==> config.mk <==
export PLATFORM = sky130hd
export DESIGN_NAME = prv32_muldiv_flat
export DESIGN_NICKNAME = d
export VERILOG_FILES = /design/src/rtl/prv32_muldiv_pkg.sv /design/src/rtl/prv32_muldiv_if.sv /design/src/rtl/prv32_muldiv_step.sv /design/src/rtl/prv32_muldiv.sv /design/src/flat_wrapper.sv
export SDC_FILE = /design/constraint.sdc
export NUM_CORES = 1
export LEC_CHECK = 0
export ABC_AREA = 1
export BUFFER_PORTS_ARGS = -buffer_cell sky130_fd_sc_hd__buf_2
export CORE_ASPECT_RATIO = 1.5
export CORE_UTILIZATION = 60
export CTS_CLUSTER_SIZE = 24
export DETAILED_ROUTE_END_ITERATION = 8
export GPL_TIMING_DRIVEN = 0
export PLACE_DENSITY = 0.84
export SLEW_MARGIN = 15
export SYNTH_ARGS = -nofsm -noshare
export SYNTH_HDL_FRONTEND = slang
export SYNTH_SLANG_ARGS = --single-unit
==> constraint.sdc <==
create_clock -name clk -period 7.5 [get_ports clk]
set_clock_uncertainty 0.15 [all_clocks]
set_input_delay 1.125 -clock clk [delete_from_list [all_inputs] [get_ports clk]]
set_output_delay 1.125 -clock clk [all_outputs]
set_load 0.01 [all_outputs]
==> src/rtl/prv32_muldiv_pkg.sv <==
// rtl/prv32_muldiv_pkg.sv - shared constants, types and helpers for the RV32M multiply/divide unit
package prv32_muldiv_pkg;

    localparam int XLEN = 32;

    localparam logic [2:0] MD_MUL    = 3'd0;
    localparam logic [2:0] MD_MULH   = 3'd1;
    localparam logic [2:0] MD_MULHSU = 3'd2;
    localparam logic [2:0] MD_MULHU  = 3'd3;
    localparam logic [2:0] MD_DIV    = 3'd4;
    localparam logic [2:0] MD_DIVU   = 3'd5;
    localparam logic [2:0] MD_REM    = 3'd6;
    localparam logic [2:0] MD_REMU   = 3'd7;

    localparam logic [1:0] MD_IDLE = 2'd0;
    localparam logic [1:0] MD_PREP = 2'd1;
    localparam logic [1:0] MD_CALC = 2'd2;
    localparam logic [1:0] MD_FIX  = 2'd3;

    localparam logic [5:0] MD_STEPS = 6'd32;

    typedef enum logic {
        STEP_MUL = 1'b0,
        STEP_DIV = 1'b1
    } step_mode_e;

    // Magnitude of v when it is treated as signed (en=1), otherwise v unchanged.
    function automatic logic [XLEN-1:0] abs_if(input logic [XLEN-1:0] v, input logic en);
        return (en && v[XLEN-1]) ? -v : v;
    endfunction

endpackage

==> src/rtl/prv32_muldiv_if.sv <==
// rtl/prv32_muldiv_if.sv - request/response bundle between the EX stage and the multiply/divide unit
interface prv32_muldiv_if;
    import prv32_muldiv_pkg::*;

    logic            in_valid;
    logic            in_ready;
    logic [2:0]      op;
    logic [XLEN-1:0] a;
    logic [XLEN-1:0] b;
    logic            kill;
    logic            out_valid;
    logic [XLEN-1:0] result;

    modport master (
        output in_valid, op, a, b, kill,
        input  in_ready, out_valid, result
    );

    modport slave (
        input  in_valid, op, a, b, kill,
        output in_ready, out_valid, result
    );

endinterface

==> src/rtl/prv32_muldiv_step.sv <==
// rtl/prv32_muldiv_step.sv - one combinational shift-add or restoring shift-subtract iteration
module prv32_muldiv_step
    import prv32_muldiv_pkg::*;
(
    input  step_mode_e      mode,
    input  logic [64:0]     acc,
    input  logic [XLEN-1:0] operand,
    output logic [32:0]     hi_next,
    output logic [XLEN-1:0] bits_next
);

    logic [32:0] addend;
    logic [32:0] sum;
    logic [32:0] rem_sh;
    logic [33:0] diff;

    always_comb begin
        addend = acc[0] ? {1'b0, operand} : 33'd0;
        sum    = acc[64:32] + addend;
        rem_sh = {acc[63:32], acc[31]};
        diff   = {1'b0, rem_sh} - {2'b00, operand};
        if (mode == STEP_MUL) begin
            // Product register shifts right one bit per step; multiplier bits drain out of the low end.
            hi_next   = {1'b0, sum[32:1]};
            bits_next = {sum[0], acc[31:1]};
        end else begin
            hi_next   = diff[33] ? rem_sh : diff[32:0];
            bits_next = {acc[30:0], ~diff[33]};
        end
    end

endmodule

==> src/rtl/prv32_muldiv.sv <==
// rtl/prv32_muldiv.sv - iterative RV32M multiply/divide unit: FSM, counter, sign bookkeeping and result mux
module prv32_muldiv
    import prv32_muldiv_pkg::*;
(
    input  logic           clk,
    input  logic           rst,
    prv32_muldiv_if.slave  bus
);

    logic [1:0]      state_q,   state_d;
    logic [2:0]      op_q,      op_d;
    logic [XLEN-1:0] a_q,       a_d;
    logic [XLEN-1:0] b_q,       b_d;
    logic [64:0]     acc_q,     acc_d;
    logic [5:0]      cnt_q,     cnt_d;
    logic            neg_q,     neg_d;
    logic            neg_rem_q, neg_rem_d;
    logic [XLEN-1:0] result_q,  result_d;

    logic            sign_a;
    logic            sign_b;
    logic [32:0]     hi_next;
    logic [XLEN-1:0] bits_next;
    logic [63:0]     prod_fix;
    logic [XLEN-1:0] quo_fix;
    logic [XLEN-1:0] rem_fix;
    logic [XLEN-1:0] fix_result;
    logic            fix_fire;

    prv32_muldiv_step u_step (
        .mode      (step_mode_e'(op_q[2])),
        .acc       (acc_q),
        .operand   (b_q),
        .hi_next   (hi_next),
        .bits_next (bits_next)
    );

    always_comb begin
        sign_a = (op_q == MD_MULH) || (op_q == MD_MULHSU) || (op_q == MD_DIV) || (op_q == MD_REM);
        sign_b = (op_q == MD_MULH) || (op_q == MD_DIV) || (op_q == MD_REM);
    end

    // b_q holds |b| after PREP; it is zero exactly when the original b was zero.
    always_comb begin
        prod_fix = neg_q ? -acc_q[63:0] : acc_q[63:0];
        quo_fix  = neg_q ? -acc_q[31:0] : acc_q[31:0];
        rem_fix  = neg_rem_q ? -acc_q[63:32] : acc_q[63:32];
        case (op_q)
            MD_MUL:                        fix_result = prod_fix[31:0];
            MD_MULH, MD_MULHSU, MD_MULHU:  fix_result = prod_fix[63:32];
            MD_DIV, MD_DIVU:               fix_result = (b_q == '0) ? '1  : quo_fix;
            MD_REM, MD_REMU:               fix_result = (b_q == '0) ? a_q : rem_fix;
            default:                       fix_result = '0;
        endcase
    end

    always_comb begin
        state_d   = state_q;
        op_d      = op_q;
        a_d       = a_q;
        b_d       = b_q;
        acc_d     = acc_q;
        cnt_d     = cnt_q;
        neg_d     = neg_q;
        neg_rem_d = neg_rem_q;
        result_d  = result_q;
        case (state_q)
            MD_IDLE: begin
                if (bus.in_valid && !bus.kill) begin
                    op_d    = bus.op;
                    a_d     = bus.a;
                    b_d     = bus.b;
                    state_d = MD_PREP;
                end
            end
            MD_PREP: begin
                neg_d     = (sign_a & a_q[31]) ^ (sign_b & b_q[31]);
                neg_rem_d = sign_a & a_q[31];
                acc_d     = {33'd0, abs_if(a_q, sign_a)};
                b_d       = abs_if(b_q, sign_b);
                cnt_d     = MD_STEPS;
                state_d   = MD_CALC;
            end
            MD_CALC: begin
                acc_d = {hi_next, bits_next};
                cnt_d = cnt_q - 6'd1;
                if (cnt_q == 6'd1) begin
                    state_d = MD_FIX;
                end
            end
            MD_FIX: begin
                result_d = fix_result;
                state_d  = MD_IDLE;
            end
            default: state_d = MD_IDLE;
        endcase
        if (bus.kill) begin
            state_d  = MD_IDLE;
            result_d = result_q;
        end
    end

    always_ff @(posedge clk or negedge rst) begin
        if (!rst) begin
            state_q   <= MD_IDLE;
            op_q      <= '0;
            a_q       <= '0;
            b_q       <= '0;
            acc_q     <= '0;
            cnt_q     <= '0;
            neg_q     <= 1'b0;
            neg_rem_q <= 1'b0;
            result_q  <= '0;
        end else begin
            state_q   <= state_d;
            op_q      <= op_d;
            a_q       <= a_d;
            b_q       <= b_d;
            acc_q     <= acc_d;
            cnt_q     <= cnt_d;
            neg_q     <= neg_d;
            neg_rem_q <= neg_rem_d;
            result_q  <= result_d;
        end
    end

    // The FIX cycle presents the freshly computed value; result_q captures it for holding afterwards.
    always_comb begin
        fix_fire      = (state_q == MD_FIX) && !bus.kill;
        bus.in_ready  = (state_q == MD_IDLE);
        bus.out_valid = fix_fire;
        bus.result    = fix_fire ? fix_result : result_q;
    end

endmodule

==> src/flat_wrapper.sv <==
// flat-port wrapper written by rule: the top's interface ports become plain ports
module prv32_muldiv_flat import prv32_muldiv_pkg::*;
  (clk, rst, bus_in_valid, bus_op, bus_a, bus_b, bus_kill, bus_in_ready, bus_out_valid, bus_result);
  prv32_muldiv_if bus_i ();
  input  logic clk;
  input  logic rst;
  input wire logic [$bits(bus_i.in_valid)-1:0] bus_in_valid;
  input wire logic [$bits(bus_i.op)-1:0] bus_op;
  input wire logic [$bits(bus_i.a)-1:0] bus_a;
  input wire logic [$bits(bus_i.b)-1:0] bus_b;
  input wire logic [$bits(bus_i.kill)-1:0] bus_kill;
  output wire logic [$bits(bus_i.in_ready)-1:0] bus_in_ready;
  output wire logic [$bits(bus_i.out_valid)-1:0] bus_out_valid;
  output wire logic [$bits(bus_i.result)-1:0] bus_result;
  assign bus_i.in_valid = bus_in_valid;
  assign bus_i.op = bus_op;
  assign bus_i.a = bus_a;
  assign bus_i.b = bus_b;
  assign bus_i.kill = bus_kill;
  assign bus_in_ready = bus_i.in_ready;
  assign bus_out_valid = bus_i.out_valid;
  assign bus_result = bus_i.result;
  prv32_muldiv u_core (.clk(clk), .rst(rst), .bus(bus_i));
endmodule
==> run summary, run 1 <==
outcome - stopped before the end
Fail Step - global routing
first error - [ERROR GRT-0116] Global routing finished with congestion. Check the congestion regions in the DRC Viewer.
initial cell density of the core - 0.609
Die Height - 219 um
Post-synth EDFFs - 0
Synth Area in Compound Gates - 0.140
vias in the first global route - 25,107
mux share of post-synthesis cell area - 0
async set-reset flop share out of synthesis - 1.00
HPWL Detailed - 72.6 mm
Post-Syn Area - 18,800 um^2
post-synthesis simple-gate area fraction - 0.450
Clock Path Buffers - 2
pin count of the biggest net entering global routing - 104
synthesized instance count - 3,266
Std-Cell Rows - 79
Tot GR Track Use - 0.660
post-CTS sizing - 0
Synth Flop Type - dfrtp_1
first-pass GRT wire length - 160 mm
Seq/Total Area, Yosys - 0.231
xor/xnor cell area share of the yosys netlist - 0.0265
num ports - 105
Post-Synth Adder-Cell Area - 0.0519
H-tree lvl count - 4
synth warn - 0
clk root buf - clkbuf_16
Hold Buf Count CTS - 0
gr ovfl total - 206
Die X - 147 um
# clock sinks - 174
syn_nets - 3,414
placed cell area - 19,900 um^2
Yosys cell types - 52
IO buf count - 104
#FFs+latches synth - 174
CTS Buf Count - 17
Placer Congestion - 1.20
# Post-CTS Setup Buffers - 0
largest family of logic cells by synthesized area - simple AND/OR/NAND/NOR gates
syn_area_per_cell - 5.77 um^2
-- cells in the mapped netlist, types with 9 or more instances --
| cell | number | area share |
|---|---|---|
| o22ai_1 | 22 | 0.0073 |
| nand2_1 | 1134 | 0.23 |
| buf_2 | 17 | 0.0045 |
| a22oi_1 | 13 | 0.0052 |
| or2_2 | 12 | 0.0040 |
| nand3b_1 | 14 | 0.0056 |
| xor2_1 | 53 | 0.025 |
| ha_1 | 75 | 0.050 |
| nand4_1 | 73 | 0.024 |
| nor2_2 | 9 | 0.0030 |
| clkbuf_1 | 69 | 0.014 |
| dfrtp_1 | 174 | 0.23 |
| nor2_1 | 366 | 0.073 |
| inv_1 | 362 | 0.072 |
| nor3_1 | 16 | 0.0042 |
| o21ai_0 | 206 | 0.055 |
| o21ai_1 | 21 | 0.0056 |
| inv_2 | 9 | 0.0018 |
| a21oi_1 | 146 | 0.039 |
| o211ai_1 | 19 | 0.0076 |
| a31oi_1 | 19 | 0.0063 |
| nand3_1 | 335 | 0.089 |
| buf_1 | 13 | 0.0026 |
-- cells by family after synthesis --
logic type	count (synthesis)
and+or+nand+nor	1999
buffers and inverters	483
AOI/OAI and AO/OA	476
DFF	174
adders and majority gates	77
xor gates and xnor gates	57
-- layer usage --
layer,overflow,GRT usage
met1,0,0.650
met2,127,0.912
met3,2,0.385
met4,77,0.727
met5,0,0.0391
-- per-stage QoR --
stage	std cells	setup slack [ns]	hold slack (ns)
floorplan	3266	4.23	0.323
global placement	3775	2.45	0.306
detailed placement	3776	3.08	0.306
CTS	3808	2.73	0.327
==> run 2, diff against run 1 <==
--- a/config.mk
+++ b/config.mk
@@ -7,12 +7,10 @@
 export LEC_CHECK = 0
 export ABC_AREA = 1
 export BUFFER_PORTS_ARGS = -buffer_cell sky130_fd_sc_hd__buf_2
-export CORE_ASPECT_RATIO = 1.5
-export CORE_UTILIZATION = 60
-export CTS_CLUSTER_SIZE = 24
+export CORE_UTILIZATION = 40
 export DETAILED_ROUTE_END_ITERATION = 8
 export GPL_TIMING_DRIVEN = 0
-export PLACE_DENSITY = 0.84
+export PLACE_DENSITY_LB_ADDON = 0.15
 export SLEW_MARGIN = 15
 export SYNTH_ARGS = -nofsm -noshare
 export SYNTH_HDL_FRONTEND = slang
==> run 2 against run 1 <==
The run now ends clean. Synthesized cell count unchanged. Area after synthesis unchanged.
==> run summary, run 2 <==
r2r startpoint - u_core.acc_q[0]
Setup-failing EPs final - 0
mux share of post-synthesis cell area - 0 (unchanged)
worst slack at placement - 3.05 ns (-0.0265 ns)
Rel. slew slack - 0.283
first-pass GRT wire length - 137 mm
CTS Buf Count - 17 (unchanged)
#FFs+latches synth - 174 (unchanged)
post-CTS sizing - 0 (unchanged)
Startpoint Class - flip-flop
Post-Synth Adder-Cell Area - 0.0519 (unchanged)
total power - 10.4 mW
synth warn - 0 (unchanged)
max reg flops - 65
drt wl/cell - 23.7 um
antenna violations before repair - 1
top cell type's share of synthesized area - 0.231 (unchanged)
NumNets Final - 3,538
Seq/Total Area, Yosys - 0.231 (unchanged)
Max rail drop VDD - 0.233 mV
WP buf/inv - 2
num ports - 105 (unchanged)
worst hold path cell count - 2
Post-synth EDFFs - 0 (unchanged)
Pint - 3.90 mW
xor/xnor cell area share of the yosys netlist - 0.0265 (unchanged)
HPWL Detailed - 78.3 mm (+7.8%)
# clock sinks - 174 (unchanged)
Final period util - 0.653
Tot GR Track Use - 0.395
Synth Flop Type - dfrtp_1
top cells by count, synth - 1,134 x nand2_1, 366 x nor2_1, 362 x inv_1, 335 x nand3_1, 206 x o21ai_0
outcome - finished clean
Post-route DRC - 0
P_sw - 6.49 mW
syn_area_per_cell - 5.77 um^2 (unchanged)
Clock Path Buffers - 2 (unchanged)
Filler Cells Inserted - 5,176
final worst path period need - 4.90 ns
slowest stage cell, crit path - nor2_1
Synth Area in Compound Gates - 0.140 (unchanged)
largest family of logic cells by synthesized area - simple AND/OR/NAND/NOR gates
most frequent cells in the layout - 1,134 x nand2_1, 366 x nor2_1, 362 x inv_1
CP arrival - 3.62 ns
synthesized instance count - 3,266 (unchanged)
top-count cell post-synth - nand2_1
FMAX - 0.204 GHz
WS Path Type - reg -> out
Cell Pwr Density - 501 nW/um^2
Synth area leaders - dfrtp_1 23%, nand2_1 23%, nand3_1 8.9%, nor2_1 7.3%, inv_1 7.2%
worst reg2reg endpoint - u_core.acc_q[57]
Hold WC Path Type - reg -> reg
vias in the first global route - 21,177
async set-reset flop share out of synthesis - 1.00 (unchanged)
DR pass1 iterations - 8
Die Area - 48,000 um^2
Largest Register - u_core.acc_q
crit-path cells - inv_1 -> ha_1 -> nand3_2 -> nor2_1 -> nand4_1 -> nor2_1 -> a21oi_1 -> o21ai_0 -> nand3_1 -> nand3_1 -> nand2_1 -> buf_2
commonest non-fill, non-tap cell in the layout - nand2_1
Max Cap Violations - 0
IO buf count - 104 (unchanged)
Fin. Hold Viols - 0
post-synthesis simple-gate area fraction - 0.450 (unchanged)
crit-path max cell delay - 0.53 ns
combinational fraction of design power - 0.717
Hold Buf Count CTS - 0 (unchanged)
Final Slew Violations - 0
Reg2Reg Setup Slack - 3.30 ns
pin count of the biggest net entering global routing - 89
TritonCTS clock tree - yes
Worst-Margin Slew - 1.08 ns
RSZ-0062 raised after global routing - no
# Post-CTS Setup Buffers - 0 (unchanged)
Flop pwr share - 0.194
WL final - 94.9 mm
Post-Syn Area - 18,800 um^2 (unchanged)
CP startpoint - u_core.b_q[1]
share of post-route cells with drive strength above 1 - 0.0694
H-tree lvl count - 4 (unchanged)
Switching Fraction - 0.625
area grow syn2layout - 10.1%
setup_tns - 0 ns
Worst Path Required - 6.22 ns
clk root buf - clkbuf_16
initial cell density of the core - 0.405 (-0.204)
critical path fanouts, max - 4
Placer Congestion - 1.05 (-12%)
syn_nets - 3,414 (unchanged)
Clock Latency Late Sink - 0.50 ns
Initial DRC Count - 2,396
gr ovfl total - 0
core region area - 46,600 um^2
Die X - 219 um (+49%)
antenna violation net count after detailed routing - 0
Die Height - 219 um (unchanged)
Static Leak - 11.0 nW
worst r2r path cells - 21
Std-Cell Rows - 79 (unchanged)
clk slew on worst S/H paths - 0.07 ns
Hold Path Sink - u_core.result_q[6]
CP Capture Type - output pin
Clock Power Share - 0.089
final worst slack - 2.60 ns
cell taking the most area after synthesis - dfrtp_1
Yosys cell types - 52 (unchanged)
Worst Min Path Start - u_core.result_q[6]
CP top delay family - simple AND/OR/NAND/NOR gates
Vias/cell - 5.71
routed vias - 22,919
## run 2: how the worst max path moves through the flow
stage / end / slack [ns] / cells after the start
floorplan: bus_result[6] / 4.23 / 8
global placement: u_core.b_q[29] / 2.13 / 1
detailed placement: bus_result[24] / 3.05 / 10
CTS: bus_result[28] / 2.65 / 12
global route: bus_result[24] / 2.51 / 15
finish: bus_result[15] / 2.60 / 12
## run 2: worst min-delay path, cell delays in order, from the launching register on
cell     delay (ns)
dfrtp_1        0.32
nand2_1        0.05
nand2_1        0.07
## run 2: final cells by class
type                    instances  area (um^2)  share of cell area
clock buffers                  19          443              0.0214
clock inverters                13          134             0.00646
flip-flops and latches        174         4350               0.210
multi-input cells            2609        12600               0.607
diodes                          1         2.50            0.000121
repair buffers                105          558              0.0269
inverters                     373         1400              0.0675
well taps                     607          759              0.0366
plain buffers                 110          498              0.0240
## run 2: routing by layer
layer  share of wire  wire (um)  GRT usage  up-vias
met2            0.47      44300      0.658     1044
met3           0.064       6110     0.0564      267
met1            0.38      36100      0.452    10744
met4           0.088       8350      0.317        0
li1                -          -          -    10864
met5               0          0          0        -
## run 2: per-stage QoR
step / hold slack (ns) / utilization / instances / area, um^2
2_1_floorplan: 0.323 / - / 3266 / 18800
3_3_place_gp: 0.309 / 0.432 / 3977 / 20100
3_5_place_dp: 0.310 / 0.433 / 3978 / 20200
4_1_cts: 0.326 / 0.445 / 4010 / 20700
5_1_grt: 0.344 / 0.445 / 4010 / 20700
6_report: 0.325 / 0.445 / 4011 / 20700
## run 2: power by group through the flow
stage / Clock (mW) / Combinational (mW) / Sequential (mW)
finish: 0.926 / 7.44 / 2.02
detailed placement: 0 / 7.25 / 2.00
global placement: 0 / 7.19 / 1.99
floorplan: 0 / 4.86 / 1.69
CTS: 0.936 / 7.29 / 1.98
global route: 0.968 / 8.12 / 2.03
## run 2: kinds of logic (layout without fill, tap and decap cells)
group	Yosys count	after routing
simple gates	1999	1999
buf+inv	483	620
compound gates	476	476
flops	174	174
fa+ha+maj	77	77
xor+xnor	57	57
other cells	0	1
No activity file was read; power rests on OpenSTA's default activity.
